==> src/rtl/mem_stage_unit.sv <==
// mem_stage_unit: MEM stage of the 5-stage MIPS pipeline.
//   Resolves branches combinationally, performs word loads/stores against an
//   internal word-addressed data memory with MEM_LATENCY cycles per access,
//   and registers the MEM/WB fields. Raises o_stall while an access is still
//   in progress so upstream holds PC, IF/ID, ID/EX and EX/MEM.
// Ports:
//   clk, rst                      clock, synchronous active-high reset
//   i_alu_result                  byte address (load/store) or ALU value
//   i_read_rb_2                   store data
//   i_branch_address              branch target
//   i_inst_mux_br_write_address   destination register
//   i_zf, i_branch                zero flag, branch instruction
//   i_memWrite, i_memToReg        store request, load request / WB select
//   i_regWrite                    register write enable
//   o_pc_src, o_branch_target     branch decision and target (combinational)
//   o_stall                       hold upstream (combinational)
//   o_read_data .. o_misaligned   MEM/WB register outputs
module mem_stage_unit #(
  parameter int unsigned MEM_DEPTH   = 64,
  parameter int unsigned MEM_LATENCY = 2
) (
  input  logic        clk,
  input  logic        rst,
  input  logic [31:0] i_alu_result,
  input  logic [31:0] i_read_rb_2,
  input  logic [31:0] i_branch_address,
  input  logic [4:0]  i_inst_mux_br_write_address,
  input  logic        i_zf,
  input  logic        i_branch,
  input  logic        i_memWrite,
  input  logic        i_regWrite,
  input  logic        i_memToReg,
  output logic        o_pc_src,
  output logic [31:0] o_branch_target,
  output logic        o_stall,
  output logic [31:0] o_read_data,
  output logic [31:0] o_alu_result,
  output logic [4:0]  o_write_address,
  output logic        o_regWrite,
  output logic        o_memToReg,
  output logic        o_misaligned
);

  localparam int unsigned AW       = $clog2(MEM_DEPTH);
  localparam int unsigned CW       = (MEM_LATENCY > 2) ? $clog2(MEM_LATENCY) : 1;
  localparam int unsigned CNT_INIT = (MEM_LATENCY > 1) ? MEM_LATENCY - 2 : 0;
  localparam bit          MULTI    = (MEM_LATENCY > 1);

  typedef enum logic {S_IDLE, S_WAIT} state_t;

  state_t          r_state, w_state_nxt;
  logic [CW-1:0]   r_cnt, w_cnt_nxt;
  logic            w_hold_en;
  logic            w_complete;

  // Request captured at the start of a multi-cycle access
  logic [31:0]     r_h_alu;
  logic [31:0]     r_h_wdata;
  logic [4:0]      r_h_dest;
  logic            r_h_memWrite;
  logic            r_h_memToReg;
  logic            r_h_regWrite;

  logic [31:0]     r_mem [MEM_DEPTH];

  logic [31:0]     r_read_data;
  logic [31:0]     r_alu_result;
  logic [4:0]      r_write_address;
  logic            r_regWrite;
  logic            r_memToReg;
  logic            r_misaligned;

  logic            w_req;
  logic [31:0]     w_s_alu;
  logic [31:0]     w_s_wdata;
  logic [4:0]      w_s_dest;
  logic            w_s_wr;
  logic            w_s_rd;
  logic            w_s_rw;
  logic            w_s_mis;
  logic [AW-1:0]   w_idx;
  logic [31:0]     w_mem_rdata;

  assign w_req = i_memWrite | i_memToReg;

  // The completing access comes from the hold registers in WAIT, otherwise
  // straight from the EX/MEM inputs.
  always_comb begin
    if (r_state == S_WAIT) begin
      w_s_alu   = r_h_alu;
      w_s_wdata = r_h_wdata;
      w_s_dest  = r_h_dest;
      w_s_wr    = r_h_memWrite;
      w_s_rd    = r_h_memToReg;
      w_s_rw    = r_h_regWrite;
    end else begin
      w_s_alu   = i_alu_result;
      w_s_wdata = i_read_rb_2;
      w_s_dest  = i_inst_mux_br_write_address;
      w_s_wr    = i_memWrite;
      w_s_rd    = i_memToReg;
      w_s_rw    = i_regWrite;
    end
  end

  assign w_s_mis     = (w_s_wr | w_s_rd) & (w_s_alu[1:0] != 2'b00);
  assign w_idx       = w_s_alu[2 +: AW];
  assign w_mem_rdata = r_mem[w_idx];

  // Next-state / stall logic
  always_comb begin
    w_state_nxt = r_state;
    w_cnt_nxt   = r_cnt;
    w_hold_en   = 1'b0;
    w_complete  = 1'b0;
    o_stall     = 1'b0;
    unique case (r_state)
      S_IDLE: begin
        if (w_req && MULTI) begin
          o_stall     = 1'b1;
          w_hold_en   = 1'b1;
          w_cnt_nxt   = CW'(CNT_INIT);
          w_state_nxt = S_WAIT;
        end else begin
          w_complete  = 1'b1;
        end
      end
      S_WAIT: begin
        if (r_cnt != '0) begin
          o_stall   = 1'b1;
          w_cnt_nxt = r_cnt - CW'(1);
        end else begin
          w_complete  = 1'b1;
          w_state_nxt = S_IDLE;
        end
      end
      default: w_state_nxt = S_IDLE;
    endcase
  end

  always_ff @(posedge clk) begin
    if (rst) begin
      r_state      <= S_IDLE;
      r_cnt        <= '0;
      r_h_alu      <= '0;
      r_h_wdata    <= '0;
      r_h_dest     <= '0;
      r_h_memWrite <= 1'b0;
      r_h_memToReg <= 1'b0;
      r_h_regWrite <= 1'b0;
    end else begin
      r_state <= w_state_nxt;
      r_cnt   <= w_cnt_nxt;
      if (w_hold_en) begin
        r_h_alu      <= i_alu_result;
        r_h_wdata    <= i_read_rb_2;
        r_h_dest     <= i_inst_mux_br_write_address;
        r_h_memWrite <= i_memWrite;
        r_h_memToReg <= i_memToReg;
        r_h_regWrite <= i_regWrite;
      end
    end
  end

  // Memory is not reset; rst gating drops an access abandoned mid-WAIT.
  always_ff @(posedge clk) begin
    if (!rst && w_complete && w_s_wr && !w_s_mis) begin
      r_mem[w_idx] <= w_s_wdata;
    end
  end

  // MEM/WB register; non-completing cycles insert a bubble.
  // Load data is sampled before the same-edge store, giving read-before-write.
  always_ff @(posedge clk) begin
    if (rst) begin
      r_read_data     <= '0;
      r_alu_result    <= '0;
      r_write_address <= '0;
      r_regWrite      <= 1'b0;
      r_memToReg      <= 1'b0;
      r_misaligned    <= 1'b0;
    end else if (w_complete) begin
      r_read_data     <= (w_s_rd && !w_s_mis) ? w_mem_rdata : '0;
      r_alu_result    <= w_s_alu;
      r_write_address <= w_s_dest;
      r_regWrite      <= w_s_rw & ~w_s_mis;
      r_memToReg      <= w_s_rd;
      r_misaligned    <= w_s_mis;
    end else begin
      r_read_data     <= '0;
      r_alu_result    <= '0;
      r_write_address <= '0;
      r_regWrite      <= 1'b0;
      r_memToReg      <= 1'b0;
      r_misaligned    <= 1'b0;
    end
  end

  assign o_pc_src        = i_branch & i_zf & (r_state == S_IDLE);
  assign o_branch_target = i_branch_address;
  assign o_read_data     = r_read_data;
  assign o_alu_result    = r_alu_result;
  assign o_write_address = r_write_address;
  assign o_regWrite      = r_regWrite;
  assign o_memToReg      = r_memToReg;
  assign o_misaligned    = r_misaligned;

endmodule

==> config.mk <==
export PLATFORM = sky130hd
export DESIGN_NAME = mem_stage_unit
export DESIGN_NICKNAME = d
export VERILOG_FILES = /design/src/rtl/mem_stage_unit.sv
export SDC_FILE = /design/constraint.sdc
export NUM_CORES = 2
export LEC_CHECK = 0
export ABC_AREA = 0
export BUFFER_PORTS_ARGS = -buffer_cell sky130_fd_sc_hd__buf_2
export CELL_PAD_IN_SITES_DETAIL_PLACEMENT = 1
export CELL_PAD_IN_SITES_GLOBAL_PLACEMENT = 2
export CORE_ASPECT_RATIO = 1.1
export CORE_UTILIZATION = 51
export CTS_CLUSTER_SIZE = 40
export DETAILED_ROUTE_END_ITERATION = 10
export PLACE_DENSITY = 0.92
export SKIP_LAST_GASP = 1
export SYNTH_ARGS = -nofsm -noshare
export SYNTH_HDL_FRONTEND = slang
export SYNTH_SLANG_ARGS = --single-unit
==> constraint.sdc <==
create_clock -name clk -period 6.8 [get_ports clk]
set_input_delay 1.36 -clock clk [delete_from_list [all_inputs] [get_ports clk]]
set_output_delay 1.36 -clock clk [all_outputs]
set_load 0.01 [all_outputs]
# Yosys cells after proc, flatten, opt, wreduce, memory -nomap -nowiden
# Memory sizes are Yosys's and may differ from the RTL's. A register that Yosys moved wholly into a read port is not among the register bits.
# Cells that the tools add are included.
# op_classes
n_bitwise,10
n_mux,18
addsub,1
n_reduce_logical,9
eq_ne,1
# ops
cell,n
32-bit 2-to-1 mux,2
1-bit 2-to-1 mux,12
1-bit case mux with 2 select lines,3
5-bit 2-to-1 mux,1
1-bit AND,4
1-bit logical AND,4
1-bit NOT,4
3-bit OR reduction,1
1-bit zero test,2
"2-bit inequality test, second input constant",1
1-bit OR,2
2-bit nonzero test,1
2-bit OR reduction,1
"1-bit subtractor, second input constant",1
# word_totals
ram_bits,2048
out_inout_bits,106
mem_count,1
regBits,114
wordCells,53
inputBits,108
# memory_table
memory,depth,width,rd,rd_clocked_by_memory_dff,wr,line,text
r_mem,64,32,1,1,1,64,logic [31:0] r_mem [MEM_DEPTH];

# Depth between registers and ports, before layout
# depth
word_depth,8
depth_mapped,11
depth_no_buf,6

# Worst setup path after synthesis
# OpenSTA, ideal clock, no wires.
# synth_timing
kind,input-to-reg
startpoint,input i_alu_result[7]
endpoint,memory r_mem[25][0] (enable)
t_required_ns,6.339
arrival_ns,4.531
setup_slack_ns,1.808
setup_ns,0.461
n_path_buf,1
stages,5
path_cell_list,mux2i_1 nor2b_1 nand2_1 clkbuf_1 nor3_1
# synth_via
elab_chain_cells,1
# synth_rtl
item,line,text
start: declaration,24,"input logic [31:0] i_alu_result,"
32-bit 2-to-1 mux,89,if (r_state == S_WAIT) begin
end: declaration,64,
# No other way between the ends.

# Final worst setup path
# layout_timing
startpoint,register r_state
endpoint,memory r_mem[0][27] (enable)
# layout_via
elab_chain_cells,7
elab_cells_between_ends,14
cone_classes,6 x mux; 3 x bitwise; 5 x reduce/logical
# layout_rtl
item,line,text
start: declaration,51,"state_t r_state, w_state_nxt;"
start signal: assignment,152,r_state <= w_state_nxt;
1-bit 2-to-1 mux (tied with other cells),89,
1-bit OR (tied with other cells),106,assign w_s_mis = (w_s_wr | w_s_rd) & (w_s_alu[1:0] != 2'b00);
1-bit AND or 1-bit logical AND (tied branches),"106, 167",
1-bit zero test or 1-bit logical AND (tied branches),167,if (!rst && w_complete && w_s_wr && !w_s_mis) begin
1-bit logical AND,167,
1-bit 2-to-1 mux,167,
1-bit 2-to-1 mux (implied by the code),168,r_mem[w_idx] <= w_s_wdata;
# Several ways; a longest one is shown, not always the timed one.

==> results <==
- The critical path goes through mux2i_1 > nand3_2 > nor2_4 > buf_4.
- Detailed placement finished with a half-perimeter wire length of 146.4 mm.
- Clock tree synthesis selected as its root buffer the cell sky130_fd_sc_hd__clkbuf_16.
- The final layout contains 4694 nets.
- Of the cells placed in the final design, the portion with a size suffix greater than 1 is around 15%.
- The floorplan step defined a die boundary enclosing 156600 sq um.
- The initial detailed-routing violation count is about 8k.
- The via total after detailed routing is a little under 50k.
- The final reports fail on capacitance limit, slew limit.
- The detailed router put a total of between 90 and 100 mm of wire on met1.
- The category of the most critical setup path is register to register.
- The global-route congestion overflow total is 0.
- The H-tree depth reported by CTS is 4.
- The number of buffers added to fix hold violations after cts is 0.
- Timing would allow up to between 0.15 and 0.2 GHz.
- The number of endpoints with negative hold slack in the final report is 0.
- The total core area is ~150000 sq um.
- The total number of yosys warnings is 0.
- The combinational share of power is under 10%.
- STA puts the critical path data required time at ~7.3 ns.
- The number of max-slew violations in the final report is 100.
- In the global route stage, overall resource usage came out at between 30% and 40%.
- The area growth from synthesis to final layout is 12.87%.
- The number of synthesized flops with an enable pin is just over 2k.
- The initial antenna violation count is 10.
- The netlist area before placement is slightly below 80000 sq um.
- Registers take ~64000 sq um.
- Registers are responsible for a little over half of the overall power.
- In the detailed route, the total length drawn on met3 is 32.23 mm.
- The final routed DRC violation total is 0.
- The topmost layer with routed signal wires is met5.
- The worst path needs between 5 and 6 ns of the cycle, external delays included.
- Counting distinct cell types in the post-synthesis netlist gives 44.
- The routed design has around 270 mm of wire.
- The area of the multi-input gates is between 10000 and 15000 sq um.
- The critical path endpoint category is a register.
- The number of iterations in the first detailed-routing pass is 8.
- Once the floorplan was initialized, standard cells occupied 51.36% of the core.
- TritonCTS built the clock tree.
- The worst slew margin relative to its limit is -1.571%.
- The critical path launch point type is a register.
- Dividing total power by cell area gives a power density of about 320 nW/um^2.
- A synthesized cell averages roughly 18 sq um.
- The number of global-route vias before repair is just over 50k.
- Sequential cells were found to cover roughly four fifths of the synthesized design area.
- The internal power is 21.52 mW.
- The transition time of the tightest slew-check pin is 1.524 ns.
- The number of resized instances in the post-cts repair step is 0.
- The flow ran to the end, but the final reports show violations.
- Setup repair after global routing left no endpoint under its margin.
- The net switching power of the design is between 6 and 7 mW.
- The congestion estimate from routability-driven global placement came to 0.8461.
- Net switching is around a quarter of the power.
- The net count after synthesis is 4536.
- The x dimension of the die is 377.5 um.
- In the final timing run, aggregate negative setup slack is 0 ns.
- Among cell families on the critical path, the largest total delay comes from simple AND/OR/NAND/NOR gates.
- The leakage power is 27.14 nW.
- The largest driver fanout on the critical path is between 40 and 50.
- The setup violation total in the final timing report is 0.
- The maximum single-stage delay on the critical path is 1.17 ns.
- The arrival time at the worst endpoint is around 5.6 ns.
- Entering global routing, the biggest net connects approximately 130 pins.
- In the synthesized netlist the dominant register cell turns out to be sky130_fd_sc_hd__edfxtp_1.
- Cells fill 57.97% of the core in the end.
- The layout filler cell count is about 14k.
- Counting flops and latches in the post-synthesis netlist gives between 2k and 2.5k.
- Measured along the y axis, the die boundary spans between 400 and 500 um.
- The later pin in the worst-skew pair is clocked with a latency of roughly 0.87 ns.
- Among all stages on the critical path, the largest delay is contributed by sky130_fd_sc_hd__nor2_4.
- After clock tree synthesis, the clock-pin slew on the worst setup and hold paths is 0.06 ns.
- The worst min-delay path class is register to register.
- The via-per-instance ratio is around 7.3.
- The total clock sinks is around 2.2k.
- Across the routed clock network, the largest skew measured is 0.04227 ns.
- Per report_power, the clock group accounts for 40.6% of the total.
- In this run the remaining antenna-violating nets after routing total 0.
- In this run the core area contains ~150 standard-cell rows.
- The reported max-cap violation count is 2.
- The number of primary I/O pins is ~210.
- The total power after layout is approximately 28 mW.
- In the synthesized netlist the async set-or-reset flop fraction comes to 0%.
- The number of setup buffers added after CTS is 0.
- Counting every instance in the synthesized netlist gives 4428.
- The count of buffers added on input and output ports is roughly 150.
- VDD sags by at most 0.2618 mV.
- The final critical path takes up between 70% and 80% of the cycle.
- The worst path buffer plus inverter count is 1.
- The first global-routing pass estimated 383.1 mm of wire.
- The number of buffers on the longest clock path is 3.
- The detailed-route wire length per cell is 40.22 um.
- The met2 layer wire length in the routed design is roughly 130 mm.
- Clock tree synthesis inserted a total of slightly below 200 buffers.
==> through the flow <==
stage	setup WS (ns)	hold slack, ns	std cells	instance area, sq um
CTS	2.025	0.4559	6823	89250
detailed placement	1.681	0.4477	6451	82740
global placement	1.818	0.4382	6451	82740
finish	1.761	0.4580	6827	89260
global route	1.864	0.4783	6823	89250
floorplan	1.808	0.4329	4428	79080
==> final timing paths <==
kind | to | from | depth (start not counted) | slack (ns)
setup / recovery | r_mem[0][27]$_DFFE_PP_ | r_state$_SDFF_PP0_ | 4 | 1.76
hold / removal | r_h_dest[3]$_SDFFE_PP0P_ | r_h_dest[3]$_SDFFE_PP0P_ | 2 | 0.46
setup reg to reg | r_mem[0][27]$_DFFE_PP_ | r_state$_SDFF_PP0_ | 4 | 1.76
hold reg to reg | r_h_dest[3]$_SDFFE_PP0P_ | r_h_dest[3]$_SDFFE_PP0P_ | 2 | 0.46
==> Yosys cell counts, types with 9 or more instances <==
library cell,number,area [sq um]
sky130_fd_sc_hd__nor3_1,33,165.2
sky130_fd_sc_hd__mux2_2,36,405.4
sky130_fd_sc_hd__clkbuf_1,160,600.6
sky130_fd_sc_hd__dfxtp_1,145,2903
sky130_fd_sc_hd__a22oi_1,1009,7575
sky130_fd_sc_hd__a41oi_1,157,1375
sky130_fd_sc_hd__buf_1,22,82.58
sky130_fd_sc_hd__mux2i_1,48,480.5
sky130_fd_sc_hd__nand4_1,123,769.5
sky130_fd_sc_hd__nand2_1,151,566.8
sky130_fd_sc_hd__buf_4,35,262.8
sky130_fd_sc_hd__a2bb2oi_1,9,78.83
sky130_fd_sc_hd__a21oi_1,194,970.9
sky130_fd_sc_hd__edfxtp_1,2048,61500
sky130_fd_sc_hd__nor2_1,74,277.8
sky130_fd_sc_hd__buf_2,114,570.6
sky130_fd_sc_hd__nand3_1,9,45.04
==> power groups by stage <==
stage / Sequential [mW] / Clock, mW / Combinational (mW)
2_1_floorplan: 15.3 / 0 / 0.897
3_3_place_gp: 15.3 / 0 / 1.53
3_5_place_dp: 15.3 / 0 / 1.63
4_1_cts: 15.0 / 11.4 / 1.67
5_1_grt: 15.0 / 11.8 / 1.76
6_report: 15.0 / 11.4 / 1.74
==> registers in the layout, indices dropped and copies added (netlist names), 5 cells and up <==
| signal | flops |
|---|---|
| r_h_wdata | 32 |
| r_h_dest | 5 |
| o_read_data | 32 |
| r_mem | 2048 |
| o_alu_result | 32 |
| r_h_alu | 32 |
| o_write_address | 5 |
==> layout make-up <==
cell class,instances,share of cell area (%)
multi-input combinational,1900,15.29
tap,2065,2.895
inverter,2,0.008410
clock buffer,267,6.078
clock inverter,105,1.211
sequential,2193,72.15
antenna,4,0.01121
timing repair buffer,291,2.352
==> metal layers <==
metal / vias to the layer above / global-route usage, %
met5: - / 0
met4: 12 / 23.49
met3: 1179 / 8.322
met2: 4691 / 55.59
met1: 24962 / 42.03
li1: 18740 / -
==> layout by cell type (no fill, tap or decap), types with 23 or more instances in the layout <==
cell type	n
sky130_fd_sc_hd__a21oi_1	194
sky130_fd_sc_hd__a22oi_1	1009
sky130_fd_sc_hd__a41oi_1	157
sky130_fd_sc_hd__buf_12	23
sky130_fd_sc_hd__buf_2	149
sky130_fd_sc_hd__buf_4	119
sky130_fd_sc_hd__clkbuf_1	49
sky130_fd_sc_hd__clkbuf_16	199
sky130_fd_sc_hd__clkinv_1	34
sky130_fd_sc_hd__clkinv_2	35
sky130_fd_sc_hd__dfxtp_1	144
sky130_fd_sc_hd__edfxtp_1	2048
sky130_fd_sc_hd__mux2_2	35
sky130_fd_sc_hd__mux2i_1	48
sky130_fd_sc_hd__nand2_1	150
sky130_fd_sc_hd__nand4_1	123
sky130_fd_sc_hd__nor2_1	44
sky130_fd_sc_hd__nor2_4	30
sky130_fd_sc_hd__nor3_2	31
==> kinds of logic (layout without fill, tap and decap cells) <==
logic type | Yosys count | in the layout | share of synthesized area [%]
AND/OR/NAND/NOR | 421 | 421 | 2.561
flip-flops | 2193 | 2193 | 81.44
other | 0 | 4 | 0
multiplexers | 85 | 85 | 1.138
AO/OA/AOI/OAI | 1394 | 1394 | 12.91
buffers and inverters | 335 | 665 | 1.956
==> tightest hold or removal path, cell delays in order (launching register included) <==
cell and delay [ns]:
sky130_fd_sc_hd__dfxtp_1 0.31, sky130_fd_sc_hd__nand2_1 0.05, sky130_fd_sc_hd__a21oi_1 0.05
No activity file was read; power rests on OpenSTA's default activity.
